File: src/rtl/gctr_combine.sv
// ---------------------------------------------------------------------------
// gctr_combine
//
// Purpose:
//   Final GCTR stage. Combines the text word leaving the plaintext delay line
//   with the AES keystream block of the same cycle. It XORs the two blocks,
//   zeroes the bytes past the block length, and queues the result in a
//   first-word-fall-through FIFO toward GHASH/egress. The AES pipeline cannot
//   stall, so backpressure is absorbed here. Upstream issue is throttled
//   through o_almost_full.
//
// Optional feature:
//   GCTR_BLOCK_CNT_EN - when defined, o_block_cnt counts popped blocks
//   (32-bit, wraps). When undefined, o_block_cnt is tied to 0.
//
// Ports:
//   clk            clock, rising edge
//   rst            asynchronous reset, active high
//   i_text[288:0]  [288] valid, [287] last, [286:282] nbytes,
//                  [281:256] seq id, [255:128] plaintext, [127:0] unused
//   i_keystream    AES keystream block
//   i_ks_valid     keystream valid
//   o_cipher       masked ciphertext at FIFO head (0 when empty)
//   o_nbytes       byte count of o_cipher, 1..16 (0 when empty)
//   o_seq          sequence id at FIFO head (0 when empty)
//   o_last         last-block flag at FIFO head (0 when empty)
//   o_valid        FIFO head holds a word
//   i_ready        downstream accepts the head word
//   o_almost_full  registered, occupancy >= AFULL_THRESH
//   o_align_err    sticky, text/keystream valid mismatch seen
//   o_ovf_err      sticky, word dropped because FIFO was full
//   o_block_cnt    emitted-block count (0 unless GCTR_BLOCK_CNT_EN)
// ---------------------------------------------------------------------------
module gctr_combine #(
    parameter int DEPTH        = 8,
    parameter int AFULL_THRESH = 6
) (
    input  logic         clk,
    input  logic         rst,
    input  logic [288:0] i_text,
    input  logic [127:0] i_keystream,
    input  logic         i_ks_valid,
    output logic [127:0] o_cipher,
    output logic [4:0]   o_nbytes,
    output logic [25:0]  o_seq,
    output logic         o_last,
    output logic         o_valid,
    input  logic         i_ready,
    output logic         o_almost_full,
    output logic         o_align_err,
    output logic         o_ovf_err,
    output logic [31:0]  o_block_cnt
);

    localparam int AW = $clog2(DEPTH);
    localparam int PW = AW + 1;
    // Entry layout: {cipher[127:0], nbytes[4:0], seq[25:0], last}
    localparam int EW = 128 + 5 + 26 + 1;

    logic [EW-1:0]  r_mem [DEPTH];
    logic [PW-1:0]  r_wr_ptr;
    logic [PW-1:0]  r_rd_ptr;
    logic           r_almost_full;
    logic           r_align_err;
    logic           r_ovf_err;

    logic           w_text_vld;
    logic           w_last;
    logic [4:0]     w_nb_raw;
    logic [4:0]     w_nb;
    logic [25:0]    w_seq;
    logic [127:0]   w_pt;
    logic [127:0]   w_mask;
    logic [127:0]   w_cipher;
    logic           w_unused_text;

    logic           w_empty;
    logic           w_full;
    logic           w_req;
    logic           w_pop;
    logic           w_push;
    logic [PW-1:0]  w_wr_ptr_nxt;
    logic [PW-1:0]  w_rd_ptr_nxt;
    logic [PW-1:0]  w_occ_nxt;
    logic [EW-1:0]  w_head;

    // ------------------------------------------------------------------
    // Input field extraction and GCTR combine
    // ------------------------------------------------------------------
    assign w_text_vld    = i_text[288];
    assign w_last        = i_text[287];
    assign w_nb_raw      = i_text[286:282];
    assign w_seq         = i_text[281:256];
    assign w_pt          = i_text[255:128];
    assign w_unused_text = ^i_text[127:0];

    // A length of 0 or anything past 16 means a full block.
    assign w_nb = ((w_nb_raw == 5'd0) || (w_nb_raw > 5'd16)) ? 5'd16 : w_nb_raw;

    // Byte k sits at bits [127-8k -: 8] (big-endian). Keep it when k < nbytes.
    always_comb begin
        w_mask = '0;
        for (int k = 0; k < 16; k++) begin
            w_mask[127 - 8*k -: 8] = (5'(k) < w_nb) ? 8'hFF : 8'h00;
        end
    end

    assign w_cipher = (w_pt ^ i_keystream) & w_mask;

    // ------------------------------------------------------------------
    // FIFO control
    // ------------------------------------------------------------------
    assign w_empty = (r_wr_ptr == r_rd_ptr);
    assign w_full  = (r_wr_ptr[AW] != r_rd_ptr[AW]) &&
                     (r_wr_ptr[AW-1:0] == r_rd_ptr[AW-1:0]);

    assign w_req  = w_text_vld & i_ks_valid;
    assign w_pop  = ~w_empty & i_ready;
    // When full, a write is still accepted if the head leaves in the same
    // cycle. The head slot is read combinationally before the edge overwrites it.
    assign w_push = w_req & (~w_full | w_pop);

    assign w_wr_ptr_nxt = r_wr_ptr + PW'(w_push);
    assign w_rd_ptr_nxt = r_rd_ptr + PW'(w_pop);
    assign w_occ_nxt    = w_wr_ptr_nxt - w_rd_ptr_nxt;

    // Storage is not reset. Outputs are gated by o_valid, so stale contents
    // never reach the port.
    always_ff @(posedge clk) begin
        if (w_push) begin
            r_mem[r_wr_ptr[AW-1:0]] <= {w_cipher, w_nb, w_seq, w_last};
        end
    end

    always_ff @(posedge clk or posedge rst) begin
        if (rst) begin
            r_wr_ptr      <= '0;
            r_rd_ptr      <= '0;
            r_almost_full <= 1'b0;
            r_align_err   <= 1'b0;
            r_ovf_err     <= 1'b0;
        end else begin
            r_wr_ptr      <= w_wr_ptr_nxt;
            r_rd_ptr      <= w_rd_ptr_nxt;
            r_almost_full <= (w_occ_nxt >= PW'(AFULL_THRESH));
            if (w_text_vld ^ i_ks_valid) begin
                r_align_err <= 1'b1;
            end
            if (w_req && w_full && !w_pop) begin
                r_ovf_err <= 1'b1;
            end
        end
    end

    // ------------------------------------------------------------------
    // Outputs
    // ------------------------------------------------------------------
    assign w_head = r_mem[r_rd_ptr[AW-1:0]];

    assign o_valid       = ~w_empty;
    assign o_cipher      = w_empty ? '0 : w_head[EW-1 -: 128];
    assign o_nbytes      = w_empty ? '0 : w_head[31:27];
    assign o_seq         = w_empty ? '0 : w_head[26:1];
    assign o_last        = w_empty ? 1'b0 : w_head[0];
    assign o_almost_full = r_almost_full;
    assign o_align_err   = r_align_err;
    assign o_ovf_err     = r_ovf_err;

`ifdef GCTR_BLOCK_CNT_EN
    logic [31:0] r_block_cnt;

    always_ff @(posedge clk or posedge rst) begin
        if (rst) begin
            r_block_cnt <= '0;
        end else if (w_pop) begin
            r_block_cnt <= r_block_cnt + 32'd1;
        end
    end

    assign o_block_cnt = r_block_cnt;
`else
    assign o_block_cnt = '0;
`endif

endmodule

File: config.mk
export PLATFORM = sky130hd
export DESIGN_NAME = gctr_combine
export DESIGN_NICKNAME = d
export VERILOG_FILES = /design/src/rtl/gctr_combine.sv
export SDC_FILE = /design/constraint.sdc
export NUM_CORES = 1
export LEC_CHECK = 0
export CAP_MARGIN = 5
export CORE_AREA = 2 2 263 395
export CTS_CLUSTER_SIZE = 30
export DETAILED_ROUTE_END_ITERATION = 6
export DIE_AREA = 0 0 265 397
export PLACE_DENSITY_LB_ADDON = 0.05
export SKIP_CTS_REPAIR_TIMING = 1
export SYNTH_ARGS = -nofsm -noshare
export SYNTH_HDL_FRONTEND = slang
export SYNTH_SLANG_ARGS = --single-unit
export TNS_END_PERCENT = 30
File: constraint.sdc
create_clock -name clk -period 14.51 [get_ports clk]
set_clock_uncertainty 0.1 [all_clocks]
set_input_delay 2.902 -clock clk [delete_from_list [all_inputs] [get_ports clk]]
set_output_delay 2.902 -clock clk [all_outputs]
set_load 0.05 [all_outputs]
; Word-level counts from Yosys, hierarchy flattened
; Memory sizes are Yosys's and may differ from the RTL's.
; Cells that the tools add are included.
[op_classes]
add_sub_neg = 3
n_lt_le_gt_ge = 18
n_eq_ne = 3
n_mux = 23
bitwise = 9
n_reduce_logical = 6
[ops]
columns = cell, n
row1 = $and 128x128->128, 1
row2 = $mux 128, 1
row3 = $mux 8, 16
row4 = $xor 128x128->128, 1
row5 = $lt 4x5->1 const A, 8
row6 = $mux 26, 1
row7 = $lt 3x5->1 const A, 4
row8 = $lt 1x5->1 const A, 2
row9 = $lt 2x5->1 const A, 2
row10 = $mux 5, 2
row11 = $add 4x1->4, 2
row12 = $gt 5x5->1 const B, 1
row13 = $logic_not 5->1, 1
row14 = $eq 4x4->1, 1
row15 = $ge 4x3->1 const B, 1
row16 = $sub 4x4->4, 1
row17 = $and 1x1->1, 3
row18 = $eq 3x3->1, 1
row19 = $logic_and 1x1->1, 3
row20 = $mux 1, 3
row21 = $not 1->1, 2
row22 = $logic_not 1->1, 1
row23 = $logic_or 1x1->1, 1
row24 = $ne 1x1->1, 1
row25 = other kinds (2), 2
[totals]
register_bits = 11
ramBits = 1280
input_bits = 421
out_inout_bits = 196
memories = 1
[mem_list]
columns = memory, depth, word_bits, read_ports, rd_ports_with_merged_regs, wr, line_no
row1 = r_mem, 8, 160, 1, 0, 1, 60  ; logic [EW-1:0] r_mem [DEPTH];

; Logic depth before layout (Yosys ltp)
[logic_depth]
ltp_word = 8
ltp_mapped = 14
depth_no_buf = 12

; Worst setup path after synthesis
; Ideal clock, no wire load.
[synth_path]
path_type = input -> register
from = input i_ready
to = memory r_mem[3][0] (netlist name), enable pin
setup_ps = 876
arrival_time_ps = 14054
path_slack_ps = -520
path_stages = 4
n_path_buf = 0
path_cell_list = nor2_1 nand4_1 nand2_1 nor3_1
[synth_via]
elab_chain_cells = 5
[synth_rtl]
columns = element, line_no
row1 = start: declaration, 48  ; input logic i_ready,
row2 = $and 1x1->1, 118  ; assign w_pop = ~w_empty & i_ready;
row3 = $or 1x1->1, 121  ; assign w_push = w_req & (~w_full | w_pop);
row4 = $and 1x1->1, 121
row5 = $mux 1, 130  ; if (w_push) begin
row6 = $mux 1 (implied by the code), 131  ; r_mem[r_wr_ptr[AW-1:0]] <= {w_cipher, w_nb, w_seq, w_last};
row7 = end: declaration, 60
; Every way passes these cells.

; Final worst setup path
[layout_path]
from = register r_rd_ptr[1]
to = output o_cipher[51]
[layout_via]
elab_chain_cells = 2
word_cells_on_any_way = 3
[layout_rtl]
columns = element, line_no
row1 = start: declaration, 62  ; logic [PW-1:0] r_rd_ptr;
row2 = start signal: assignment, 144  ; r_rd_ptr <= w_rd_ptr_nxt;
row3 = $mem_v2 8x160 or $eq 4x4->1 (tied branches), --
row4 = $mux 128 *, 161  ; assign o_cipher = w_empty ? '0 : w_head[EW-1 -: 128];
row5 = end: declaration, 43  ; output logic [127:0] o_cipher,
; Mark *: on every way between the ends. The rest lies on a longest branch, timed or not.

==> impl_metrics.csv <==
group,metric,value,unit
setup_path,cp_max_fo,62,
yosys,synthTopCellsByCount,"1,280 x edfxtp_1, 640 x mux2i_1, 320 x a22oi_1",
timing,fin_crit,9.066,ns
timing,relSlewSlack,0.1742,
power_and_ir_drop,max-vdd-ir-drop,204.4,uV
cts,clock_insertion_delay_worst_skew,0.70,ns
cells_and_area,seq_area,0.03872,mm^2
power_and_ir_drop,leakage,21.46,nW
timing,finalSetupViolations,0,
setup_path,r2r-end,"r_mem[6][50]$_DFFE_PP_",
floorplan,rows,144,
place,dp_slack,6.196,ns
setup_path,cp_data_arrival_time,6.06,ns
yosys,synth_top_area_frac,0.7318,
global_route,antenna_found_initial,9,
setup_path,cp-startpoint,"r_rd_ptr[1]$_DFF_PP0_",
yosys,synth_fa_ha_area_frac,0.002525,
yosys,synth-compound-area-share,0.04819,
global_route,grt_max_degree,116,
cts,cts.path.max_buffers,3,
cts,cts-root-buf,"clkbuf_16",
cells_and_area,finalNetCount,3850,
job,drv_cap,0,
setup_path,r2r_start,"r_rd_ptr[1]$_DFF_PP0_",
cells_and_area,multi_input_area,0.01225,mm^2
cts,cts_tree,"done",
yosys,synth_area,0.05252,mm^2
floorplan,coreArea,0.1020,mm^2
route,via_per_inst,5.777,
route,route.detailed.drc,0,
yosys,synthFlopType,"edfxtp_1",
cts,htreeDepth,3,
timing,fmax,0.1103,GHz
route,ant_nets,0,
floorplan,fp.dieH,397,um
min_path,hp-class,"reg2reg",
global_route,grt_pass1_wl,182.8,mm
route,wl,126.5,mm
route,drtPass1Iterations,5,
yosys,ys_types,44,
place,hpwlAfterDp,67.18,mm
place,gp_congestion,0.7327,
cts,clkTransAtPathRegs,0.06,ns
cells_and_area,drive_gt1_frac,0.06576,
power_and_ir_drop,power_density,227.1,mW/mm^2
yosys,synth-xor-area-share,0.02373,
yosys,async_flop_share,0.008521,
setup_path,start_kind,"flop",
yosys,syn_inst,2967,
timing,final_hold_viol_count,0,
run_status,outcome,"complete, no violations",
yosys,synthMuxAreaShare,0.1220,
floorplan,die_area,0.1052,mm^2
setup_path,required,11.51,ns
yosys,ys_warn_count,0,
yosys,yosys.area_share.simple,0.03278,
timing,maxSlewViolCount,0,
timing,worst_pin_slew,1.236,ns
timing,rsz0062_at_grt,"false",
floorplan,initial_core_util,0.5150,
yosys,synth_area_leaders,"edfxtp_1 73%, mux2i_1 12%, a22oi_1 4.6%",
timing,fin_ws,5.444,ns
floorplan,io_pins,617,
floorplan,die-width,265,um
cts,tritoncts.num_buffers,114,
cells_and_area,area_growth,16.64,%
cells_and_area,num-fill-cells,7567,
setup_path,endpoint,"o_cipher[51]",
global_route,first_global_vias,28632,
route,dr.first_iter.drc_count,2271,
setup_path,path_class,"reg2out",
yosys,synth_top_family_by_area,"multiplexers",
route,vias,27887,
yosys,syn_area_per_cell,17.70,um^2
timing,hold_slack,0.3767,ns
yosys,yosysSeqAreaShare,0.7371,
route,routedWlPerCell,26.21,um
timing,fin_crit_sh,0.6248,
yosys,synth_seq_cells,1291,
global_route,overflow,0,
setup_path,setup.worst_path.end_class,"output port",
setup_path,rrSetupSlack,9.76,ns
yosys,yosysTopAreaCell,"edfxtp_1",
setup_path,r2r_cells,6,
cts,cts_sinks,1291,
global_route,grt_use_total,0.2368,
cells_and_area,antenna_cells,0,
place,io_buffer_count,456,
yosys,yosysMostFrequentCell,"edfxtp_1",
yosys,synth-edff-count,1280,
==> placed cells by master (no fill, tap or decap), types with 24 or more instances in the layout <==
cell type / n
nor2_1: 140
clkdlybuf4s50_1: 456
a22oi_1: 320
buf_4: 45
conb_1: 32
xnor2_1: 134
and3_1: 160
edfxtp_1: 1280
clkbuf_1: 24
clkinv_1: 32
mux2i_1: 640
clkbuf_16: 116
==> through the flow <==
stage                       util  instances  area (um^2)  TNS, ns  total power [W]
after floorplan                -       2998        52640  -314.78         0.009172
after global placement    0.5652       4617        57630        0          0.01102
after detailed placement  0.5652       4617        57630        0          0.01108
after CTS                 0.6007       4827        61260        0          0.01404
after global routing      0.6007       4827        61260        0          0.01443
final                     0.6007       4827        61260        0          0.01391
==> logic make-up after synthesis <==
logic type | after synthesis
AND/OR/NAND/NOR | 336
other | 1
adder cells (fa/ha/maj) | 10
AO/OA/AOI/OAI | 338
buffers and inverters | 212
multiplexers | 640
flip-flops | 1291
XOR/XNOR | 139
==> sequential cells by signal, summed over array words and instances (netlist names) <==
signal	cells
o_align_err	1
o_almost_full	1
o_ovf_err	1
r_mem	1280
r_rd_ptr	4
r_wr_ptr	4
==> routing by layer <==
metal  track usage  wire length [um]  vias up
met1        0.3137             52590    14268
li1              -                 -    12538
met5             0                95        -
met3       0.04648              8912      151
met4       0.06649              2497       16
met2        0.4004             62440      914
==> worst max-delay path: stages, from the launching register on <==
cell	delay, ns
dfrtp_4	0.89
buf_4	0.88
buf_4	0.91
buf_4	0.94
mux2i_1	0.18
a22oi_1	0.21
and3_1	0.26
clkdlybuf4s50_1	0.84
==> where the power goes <==
group / switching (W) / leakage, nW / internal (W)
Sequential: 0.000110 / 11.8 / 0.00447
Combinational: 0.00427 / 7.88 / 0.00211
Clock: 0.00130 / 1.77 / 0.00165
==> how the worst min path moves through the flow <==
stage	start	end	slack, ns	cells past startpoint
6_report	o_align_err$_DFFE_PP0P_	o_align_err$_DFFE_PP0P_	0.38	1
5_1_grt	o_align_err$_DFFE_PP0P_	o_align_err$_DFFE_PP0P_	0.42	1
4_1_cts	o_align_err$_DFFE_PP0P_	o_align_err$_DFFE_PP0P_	0.38	1
3_5_place_dp	o_align_err$_DFFE_PP0P_	o_align_err$_DFFE_PP0P_	0.35	1
3_3_place_gp	o_align_err$_DFFE_PP0P_	o_align_err$_DFFE_PP0P_	0.36	1
2_1_floorplan	r_rd_ptr[3]$_DFF_PP0_	r_rd_ptr[3]$_DFF_PP0_	0.39	1
==> area by class of cell <==
cell class	count	share of cell area
timing repair buffer	505	0.08133
sequential	1291	0.6320
inverter	12	0.0007352
clock buffer	140	0.04885
clock inverter	70	0.01038
multi-input combinational	1495	0.1999
tap	1314	0.02684
Note: power is estimated with default switching activity, not from simulation.
